File: src/rtl/rr_req_ack_arbiter.sv
// Round-robin arbiter sharing one req/ack resource among N requesters.
// Optional assertions are enabled by defining RR_ARB_ASSERT_EN.
//
// Ports:
//   clk       : clock, all state updates on the rising edge
//   rst       : asynchronous active-high reset
//   req       : level request, one bit per requester
//   req_data  : requester data, slice i = req_data[i*DW +: DW]
//   ack       : one-cycle completion pulse to the granted requester
//   grant     : one-hot0 owner, held for the whole transaction
//   res_valid : request to the shared resource (== |grant)
//   res_data  : data to the resource, latched at grant time
//   res_ack   : resource acknowledge
//   error     : one-cycle pulse when a transaction times out
//   err_cnt   : saturating count of timeouts
module rr_req_ack_arbiter #(
    parameter int N       = 4,
    parameter int DW      = 8,
    parameter int TIMEOUT = 3
) (
    input  logic            clk,
    input  logic            rst,
    input  logic [N-1:0]    req,
    input  logic [N*DW-1:0] req_data,
    output logic [N-1:0]    ack,
    output logic [N-1:0]    grant,
    output logic            res_valid,
    output logic [DW-1:0]   res_data,
    input  logic            res_ack,
    output logic            error,
    output logic [7:0]      err_cnt
);

    localparam int PW = (N > 1) ? $clog2(N) : 1;

    typedef enum logic {
        IDLE = 1'b0,
        BUSY = 1'b1
    } state_t;

    state_t          state_q, state_d;
    logic [PW-1:0]   ptr_q, ptr_d;
    logic [PW-1:0]   idx_q, idx_d;
    logic [3:0]      wait_q, wait_d;
    logic [N-1:0]    grant_q, grant_d;
    logic [DW-1:0]   data_q, data_d;
    logic [N-1:0]    ack_q, ack_d;
    logic            error_q, error_d;
    logic [7:0]      err_cnt_q, err_cnt_d;

    logic            pick_vld;
    logic [PW-1:0]   pick_idx;
    logic [DW-1:0]   pick_data;
    logic            timeout_hit;
    logic [PW-1:0]   ptr_nxt;

    // Round-robin pick: first set request at or after ptr, wrapping.
    // Scanning from the farthest offset down lets the nearest hit win.
    always_comb begin
        logic [PW:0] pos;
        pick_vld = 1'b0;
        pick_idx = '0;
        pos      = '0;
        for (int k = N - 1; k >= 0; k--) begin
            pos = {1'b0, ptr_q} + (PW+1)'(k);
            if (pos >= (PW+1)'(N)) begin
                pos = pos - (PW+1)'(N);
            end
            if (req[pos[PW-1:0]]) begin
                pick_vld = 1'b1;
                pick_idx = pos[PW-1:0];
            end
        end
    end

    always_comb begin
        pick_data = '0;
        for (int i = 0; i < N; i++) begin
            if (pick_idx == PW'(i)) begin
                pick_data = req_data[i*DW +: DW];
            end
        end
    end

    // wait_q counts completed res_valid cycles without ack; the
    // TIMEOUT-th such cycle ends the transaction.
    assign timeout_hit = (wait_q == 4'(TIMEOUT - 1));
    assign ptr_nxt     = (idx_q == PW'(N - 1)) ? '0 : idx_q + 1'b1;

    // State register
    always_ff @(posedge clk or posedge rst) begin
        if (rst) begin
            state_q <= IDLE;
        end else begin
            state_q <= state_d;
        end
    end

    // Next-state logic
    always_comb begin
        state_d = state_q;
        unique case (state_q)
            IDLE: begin
                if (pick_vld) begin
                    state_d = BUSY;
                end
            end
            BUSY: begin
                if (res_ack || timeout_hit) begin
                    state_d = IDLE;
                end
            end
            default: state_d = IDLE;
        endcase
    end

    // Output / datapath next values
    always_comb begin
        ptr_d     = ptr_q;
        idx_d     = idx_q;
        wait_d    = wait_q;
        grant_d   = grant_q;
        data_d    = data_q;
        ack_d     = '0;
        error_d   = 1'b0;
        err_cnt_d = err_cnt_q;
        unique case (state_q)
            IDLE: begin
                if (pick_vld) begin
                    idx_d   = pick_idx;
                    grant_d = N'(1) << pick_idx;
                    data_d  = pick_data;
                    wait_d  = '0;
                end
            end
            BUSY: begin
                // An ack on the final cycle takes priority over timeout.
                if (res_ack) begin
                    ack_d   = grant_q;
                    grant_d = '0;
                    ptr_d   = ptr_nxt;
                end else if (timeout_hit) begin
                    error_d = 1'b1;
                    grant_d = '0;
                    ptr_d   = ptr_nxt;
                    if (err_cnt_q != 8'hFF) begin
                        err_cnt_d = err_cnt_q + 8'd1;
                    end
                end else begin
                    wait_d = wait_q + 4'd1;
                end
            end
            default: begin
                grant_d = '0;
            end
        endcase
    end

    // Datapath registers
    always_ff @(posedge clk or posedge rst) begin
        if (rst) begin
            ptr_q     <= '0;
            idx_q     <= '0;
            wait_q    <= '0;
            grant_q   <= '0;
            data_q    <= '0;
            ack_q     <= '0;
            error_q   <= 1'b0;
            err_cnt_q <= '0;
        end else begin
            ptr_q     <= ptr_d;
            idx_q     <= idx_d;
            wait_q    <= wait_d;
            grant_q   <= grant_d;
            data_q    <= data_d;
            ack_q     <= ack_d;
            error_q   <= error_d;
            err_cnt_q <= err_cnt_d;
        end
    end

    assign grant     = grant_q;
    assign res_valid = |grant_q;
    assign res_data  = data_q;
    assign ack       = ack_q;
    assign error     = error_q;
    assign err_cnt   = err_cnt_q;

`ifdef RR_ARB_ASSERT_EN
    a_grant_onehot0: assert property (
        @(posedge clk) disable iff (rst)
        $onehot0(grant)
    );

    // Anchored on the first valid cycle: transactions are separated
    // by at least one idle cycle, so each one starts with a rise.
    a_ack_or_timeout: assert property (
        @(posedge clk) disable iff (rst)
        $rose(res_valid) |->
            (##[0:TIMEOUT-1] res_ack) or (##TIMEOUT error)
    );

    a_no_ack_with_error: assert property (
        @(posedge clk) disable iff (rst)
        !(error && |ack)
    );

    a_data_stable: assert property (
        @(posedge clk) disable iff (rst)
        res_valid && !res_ack |=> $stable(res_data)
    );

    for (genvar gi = 0; gi < N; gi++) begin : g_ack_chk
        a_ack_granted: assert property (
            @(posedge clk) disable iff (rst)
            ack[gi] |-> $past(grant[gi])
        );
    end

    c_req0_ack0: cover property (
        @(posedge clk) disable iff (rst)
        req[0] ##1 grant[0] ##[1:TIMEOUT] ack[0]
    );
`else
`endif

endmodule
File: config.mk
export PLATFORM = sky130hd
export DESIGN_NAME = rr_req_ack_arbiter
export DESIGN_NICKNAME = d
export VERILOG_FILES = /design/src/rtl/rr_req_ack_arbiter.sv
export SDC_FILE = /design/constraint.sdc
export NUM_CORES = 1
export LEC_CHECK = 0
export ABC_AREA = 1
export CAP_MARGIN = 10
export CORE_MARGIN = 2
export CORE_UTILIZATION = 51
export CTS_BUF_LIST = sky130_fd_sc_hd__clkbuf_8
export CTS_CLUSTER_DIAMETER = 100
export CTS_CLUSTER_SIZE = 40
export DETAILED_ROUTE_END_ITERATION = 16
export PLACE_DENSITY = 0.95
export SYNTH_ARGS = -nofsm -noshare
export SYNTH_HDL_FRONTEND = slang
export SYNTH_SLANG_ARGS = --single-unit
File: constraint.sdc
create_clock -name clk -period 5.5 [get_ports clk]
set_input_delay 1.1 -clock clk [delete_from_list [all_inputs] [get_ports clk]]
set_output_delay 1.1 -clock clk [all_outputs]
set_load 0.005 [all_outputs]
==> results.py <==
metrics = {
    "routing": {
        "wirelength_um": 4820,
        "wl_per_cell_um": 13.4,
        "vias": 1924,
        "drtIter0Drc": 109,
        "routed_via_density": 5.33,
        "drt_pre_antenna_iters": 4,
        "postRouteAntennaNets": 0,
        "drc": 0,
    },
    "cells_and_area": {
        "layout.cells.non_filler": 361,
        "num-fill-cells": 300,
        "fin_nets": 356,
        "insertedDiodeCount": 0,
        "syn_to_final_growth_pct": 36.7,
        "drive_above_1_share_pct": 8.95,
        "final_cell_area_um2": 2690,
    },
    "placement": {
        "place.port_buffers": 64,
        "gp_congestion": 0.820,
        "dpl.cell_count": 354,
        "dp_hpwl_um": 3620,
        "placed_area_um2": 2610,
    },
    "timing": {
        "fin_crit_ps": 3170,
        "fmax_mhz": 315,
        "report.final.slew_viol_count": 0,
        "hold_viol_final": 0,
        "tns_ps": 0,
        "rsz0062_at_grt": "no",
        "period_share_pct": 57.7,
        "whs_ps": 485,
        "fin_skew_ps": 6.88,
        "worstMarginPinSlew_ps": 557,
        "relSlewSlack_pct": 62.9,
        "finalSetupViolations": 0,
    },
    "yosys": {
        "synth-seq-cells": 34,
        "avgSynthCellArea_um2": 7.93,
        "synth.distinct_cells": 34,
        "synth_nets": 291,
        "synth-edff-count": 0,
        "yosysWarnings": 0,
        "synth.cell_area_um2": 1970,
        "seq_area_frac_synth_pct": 43.3,
        "netlist_instances": 248,
        "synth-main-ff-cell": "dfrtp_1",
        "ys_async_sr_fraction_pct": 100,
    },
    "hold_path": {
        "hp-class": "register to register",
        "min_path_cells": 1,
        "hold_end": "ptr_q[0]",
        "worstHoldStart": "idx_q[0]",
    },
    "worst_setup_path": {
        "critPathRequiredTime_ps": 5690,
        "start_kind": "input port",
        "r2r_cells": 13,
        "r2r-end": "res_data[4]",
        "r2r_start": "ptr_q[0]",
        "critPathCaptureType": "register",
        "arrival_ps": 3360,
        "worst-r2r-setup-slack_ps": 3040,
        "critPathMaxFanout": 16,
        "path_class": "input port to register",
    },
    "die": {
        "die_area_um2": 4370,
        "coreArea_um2": 3690,
        "io_pins": 65,
        "die_h_um": 66.1,
        "initial_core_util_pct": 53.3,
        "rows": 22,
        "die_x_um": 66.1,
    },
    "outcome": {
        "outcome": "finished, final reports clean",
    },
    "clock_tree": {
        "tritoncts.num_buffers": 5,
        "clk_path_buf_depth": 2,
        "cts_hold_buf": 0,
        "post_cts_buffers": 0,
        "root_buffer": "clkbuf_8",
        "cts_tree": "built",
        "htreeDepth": 2,
        "cts_sinks": 34,
        "clock_latency_ps": 290,
        "cts_resized": 0,
        "cts.clk_slew.worst_paths_ps": 70,
    },
    "grt": {
        "overflow": 0,
        "grt_max_degree": 35,
        "antenna_found_initial": 0,
        "grt_usage_pct": 24.0,
        "grt_pass1_vias": 1781,
        "grt_pass1_wl_um": 7820,
    },
    "job": {
        "maxCapViolCount": 0,
    },
    "power_and_ir_drop": {
        "powerDensity_nw_per_um2": 544,
        "p_leak_nw": 1.33,
        "ir_worst_vdd_v": 0.000415,
    },
}
worst max path at each step:
stage            from           to  slack (ps)  depth (start not counted)
2_1_floorplan  req[1]  res_data[1]        3280                         14
3_3_place_gp   req[1]  res_data[0]        2250                         11
3_5_place_dp   req[1]  res_data[6]        2140                         12
4_1_cts        req[1]  res_data[4]        2360                         12
5_1_grt        req[1]  res_data[3]        2140                         12
6_report       req[1]  res_data[4]        2330                         12
Yosys cell counts (2+ instances only):
| library cell | number | area [um2] |
|---|---|---|
| inv_1 | 28 | 105 |
| nand2_2 | 5 | 31.3 |
| nand3b_1 | 2 | 15.0 |
| buf_6 | 4 | 45.0 |
| xnor2_1 | 3 | 26.3 |
| nand2_1 | 71 | 267 |
| nand4_1 | 6 | 37.5 |
| nand3_1 | 31 | 155 |
| buf_2 | 2 | 10.0 |
| inv_2 | 5 | 18.8 |
| xor2_1 | 5 | 43.8 |
| ha_1 | 4 | 50.1 |
| nor2_1 | 10 | 37.5 |
| o21ai_0 | 13 | 65.1 |
| nand3_2 | 3 | 30.0 |
| o21ai_1 | 4 | 20.0 |
| dfrtp_1 | 34 | 851 |
| a21oi_2 | 2 | 17.5 |
area by class of cell:
cell class / instances / area (um2) / share of cell area [%]
multi-input combinational: 172 / 920 / 34.2
inverter: 35 / 134 / 4.98
timing repair buffer: 65 / 648 / 24.1
tap: 48 / 60.1 / 2.23
clock buffer: 5 / 68.8 / 2.56
clock inverter: 2 / 7.51 / 0.279
sequential: 34 / 851 / 31.6
metal layers:
metal  up-vias  GRT usage [%]  wire length (um)
li1        928              -                 -
met1       891           27.9              1960
met2        88           41.1              2390
met3        17           6.81               344
met4         0           10.2               126
met5         -              0                 0
metrics by stage:
stage / power (W) / setup slack, ps / util (%)
global placement: 0.00123 / 2250 / 70.8
floorplan: 0.00107 / 3280 / -
detailed placement: 0.00128 / 2140 / 70.8
CTS: 0.00146 / 2360 / 72.9
global route: 0.00160 / 2140 / 72.9
finish: 0.00146 / 2330 / 72.9
report_power, final:
part / switching, W / internal, W
registers: 0.0000726 / 0.000337
clock network: 0.0000867 / 0.0000833
logic: 0.000542 / 0.000341
kinds of logic after synthesis:
group	share of synthesized area, %
fa+ha+maj	2.54
flops	43.3
simple gates	32.6
compound gates	7.44
xor+xnor	3.56
buf+inv	9.99
mux	0.572
flip-flops by register name, indices dropped and copies added (netlist names):
register / count
err_cnt: 8
res_data: 8
ack: 4
grant: 4
wait_q: 4
idx_q: 2
ptr_q: 2
error: 1
state_q: 1
placed cells by master, fill, tap and decap left out, types with 2 or more instances in the layout:
cell type / count
nand2_1: 71
clkdlybuf4s50_1: 64
dfrtp_1: 34
nand3_1: 31
inv_1: 30
o21ai_0: 13
nor2_1: 10
nand4_1: 6
inv_2: 5
nand2_2: 5
xor2_1: 5
clkbuf_8: 5
o21ai_1: 4
ha_1: 4
xnor2_1: 3
nand3_2: 3
a21oi_2: 2
nand3b_1: 2
critical path, stage by stage:
cell and delay (ps):
clkdlybuf4s50_1 490, inv_1 50, nand2_1 100, nand3_2 130, nand3_2 130, nand2_1 90, a21oi_2 480, nand2_2 300
o21ai_0 260, inv_1 90, nand2_1 90, nand2_1 60
No activity file was read; power rests on OpenSTA's default activity.
==> RTL edit, RTL diff (config.mk and constraints unchanged) <==
Make the reset (`rst`) synchronous in 2 clocked blocks. Comments in the files are not updated.
--- a/src/rtl/rr_req_ack_arbiter.sv
+++ b/src/rtl/rr_req_ack_arbiter.sv
@@ -88,7 +88,7 @@
     assign ptr_nxt     = (idx_q == PW'(N - 1)) ? '0 : idx_q + 1'b1;
 
     // State register
-    always_ff @(posedge clk or posedge rst) begin
+    always_ff @(posedge clk) begin
         if (rst) begin
             state_q <= IDLE;
         end else begin
@@ -157,7 +157,7 @@
     end
 
     // Datapath registers
-    always_ff @(posedge clk or posedge rst) begin
+    always_ff @(posedge clk) begin
         if (rst) begin
             ptr_q     <= '0;
             idx_q     <= '0;
Check against the original RTL: differs if rst is asserted again (counterexample within 4 cycles, from zero or initial values and one cycle with rst high); with rst held inactive, the same outputs for 10 cycles.
==> RTL edit against the original RTL <==
  * First-iteration DRC count shrank 25%
  * Synthesized cell count increased by 12%
  * Sequential cell count unchanged
  * Register-to-register slack lost 0.02 ns
  * Count of clock-buffer cells in the layout grew 1
  * Global-route usage increased by 1.1 points
  * Area after synthesis shrank 3.6%
  * Setup slack improved by 0.15 ns
  * Design area fell by 2.0%
  * Wire length grew 5.5%
  * Non-clock buffer count is 1 lower
Power is not compared: it rests on default switching activity, and its combinational part moved more than twofold at a synthesized area within 25%.
==> RTL edit: results (changes against the original RTL) <==
status: "complete, no violations"
synth_fa_ha_area_frac: 0.0264  # +0.000957
grt_use_met1: 0.248  # -0.0316
totalWireLength_mm: 5.09  # +5.5%
yosysSeqAreaShare: 0.359  # -0.0735
dr.pass1.iters: 5  # +1
fin_cells: 390  # +8.0%
area_growth_pct: 39.0
routed-wl-met2_mm: 2.55  # +6.6%
syn_nets: 321  # +10%
worst_pin_slew_ns: 0.777  # +0.220 ns
worstPathMaxFanout: 11  # -5
syn_inst: 278  # +12%
crit_start: "req[0]"
fin_nets: 384  # +7.9%
rr_startpoint: "ptr_q[0]$_SDFFE_PP0P_"
grt_usage: 0.251  # +0.0109
muxShareOfSynthArea: 0  # -0.00573
synth_compound_area_frac: 0.113  # +0.0384
crit_path_max_incr_delay_ns: 0.61  # +0.12 ns
place_ws_ns: 2.31  # +0.172 ns
first_global_vias: 2001  # +12%
yosys-top-cells-count: "nand2_1 (72), inv_1 (37), dfxtp_1 (34), nand3_1 (21)"
vias: 2068  # +7.5%
hpwl_mm: 3.67  # +1.3%
cp.arrival_ns: 3.26  # -0.10 ns
n_fill_cell: 302  # +0.67%
met3_wirelength_um: 497  # +44%
wl_met1_mm: 1.96  # about the same
holdWs_ns: 0.455  # -0.0301 ns
async_reset_ff_frac: 0  # -1.00
grt_max_degree: 16  # -54%
drive_gt1_frac: 0.108  # +0.0187
synth_xor_area_frac: 0  # -0.0356
yosysUniqueCellTypes: 29  # -15%
clock_skew_ns: 0.00803  # +0.00115 ns
dpl_cell_area_um2: 2540  # -2.8%
## RTL edit: cell count changes in the layout (fill, tap and decap cells not counted), sizes merged, moves of 3 or more
| cell | unedited run | this run |
|---|---|---|
| nor2 | 12 | 20 |
| nor3 | 1 | 4 |
| nand2 | 76 | 86 |
| nand3 | 34 | 21 |
| inv | 36 | 42 |
| dfrtp | 34 | 0 |
| nand4 | 7 | 17 |
| xnor2 | 3 | 0 |
| xor2 | 5 | 0 |
| dfxtp | 0 | 34 |
| a21oi | 3 | 12 |
| o21ai | 18 | 21 |
## RTL edit: power by group
part,internal [µW],switching (µW)
Combinational,117,147
Sequential,271,17.9
Clock,101,94.3
## RTL edit: path summary, 6_finish.rpt
kind              depth (start not counted)                       end
setup / recovery                         13  res_data[2]$_SDFFE_PP0P_
hold / removal                            2  res_data[5]$_SDFFE_PP0P_
setup reg to reg                         12  res_data[2]$_SDFFE_PP0P_
hold reg to reg                           2  res_data[5]$_SDFFE_PP0P_
## RTL edit: layout make-up
| cell class | instances | share of cell area |
|---|---|---|
| multi-input combinational | 194 | 0.377 |
| sequential | 34 | 0.258 |
| timing repair buffer | 64 | 0.243 |
| inverter | 42 | 0.0627 |
| clock buffer | 6 | 0.0313 |
| tap | 48 | 0.0228 |
| clock inverter | 2 | 0.00475 |
## RTL edit: kinds of logic after synthesis
family / after synthesis
AOI/OAI and AO/OA: 38
DFF: 34
adders and majority gates: 4
and+or+nand+nor: 152
buffers and inverters: 50
## RTL edit: worst min-delay path, stage by stage, from the launching register on
cell and delay [ns]:
dfxtp_1 0.31, nand2_1 0.06, nand2_1 0.04
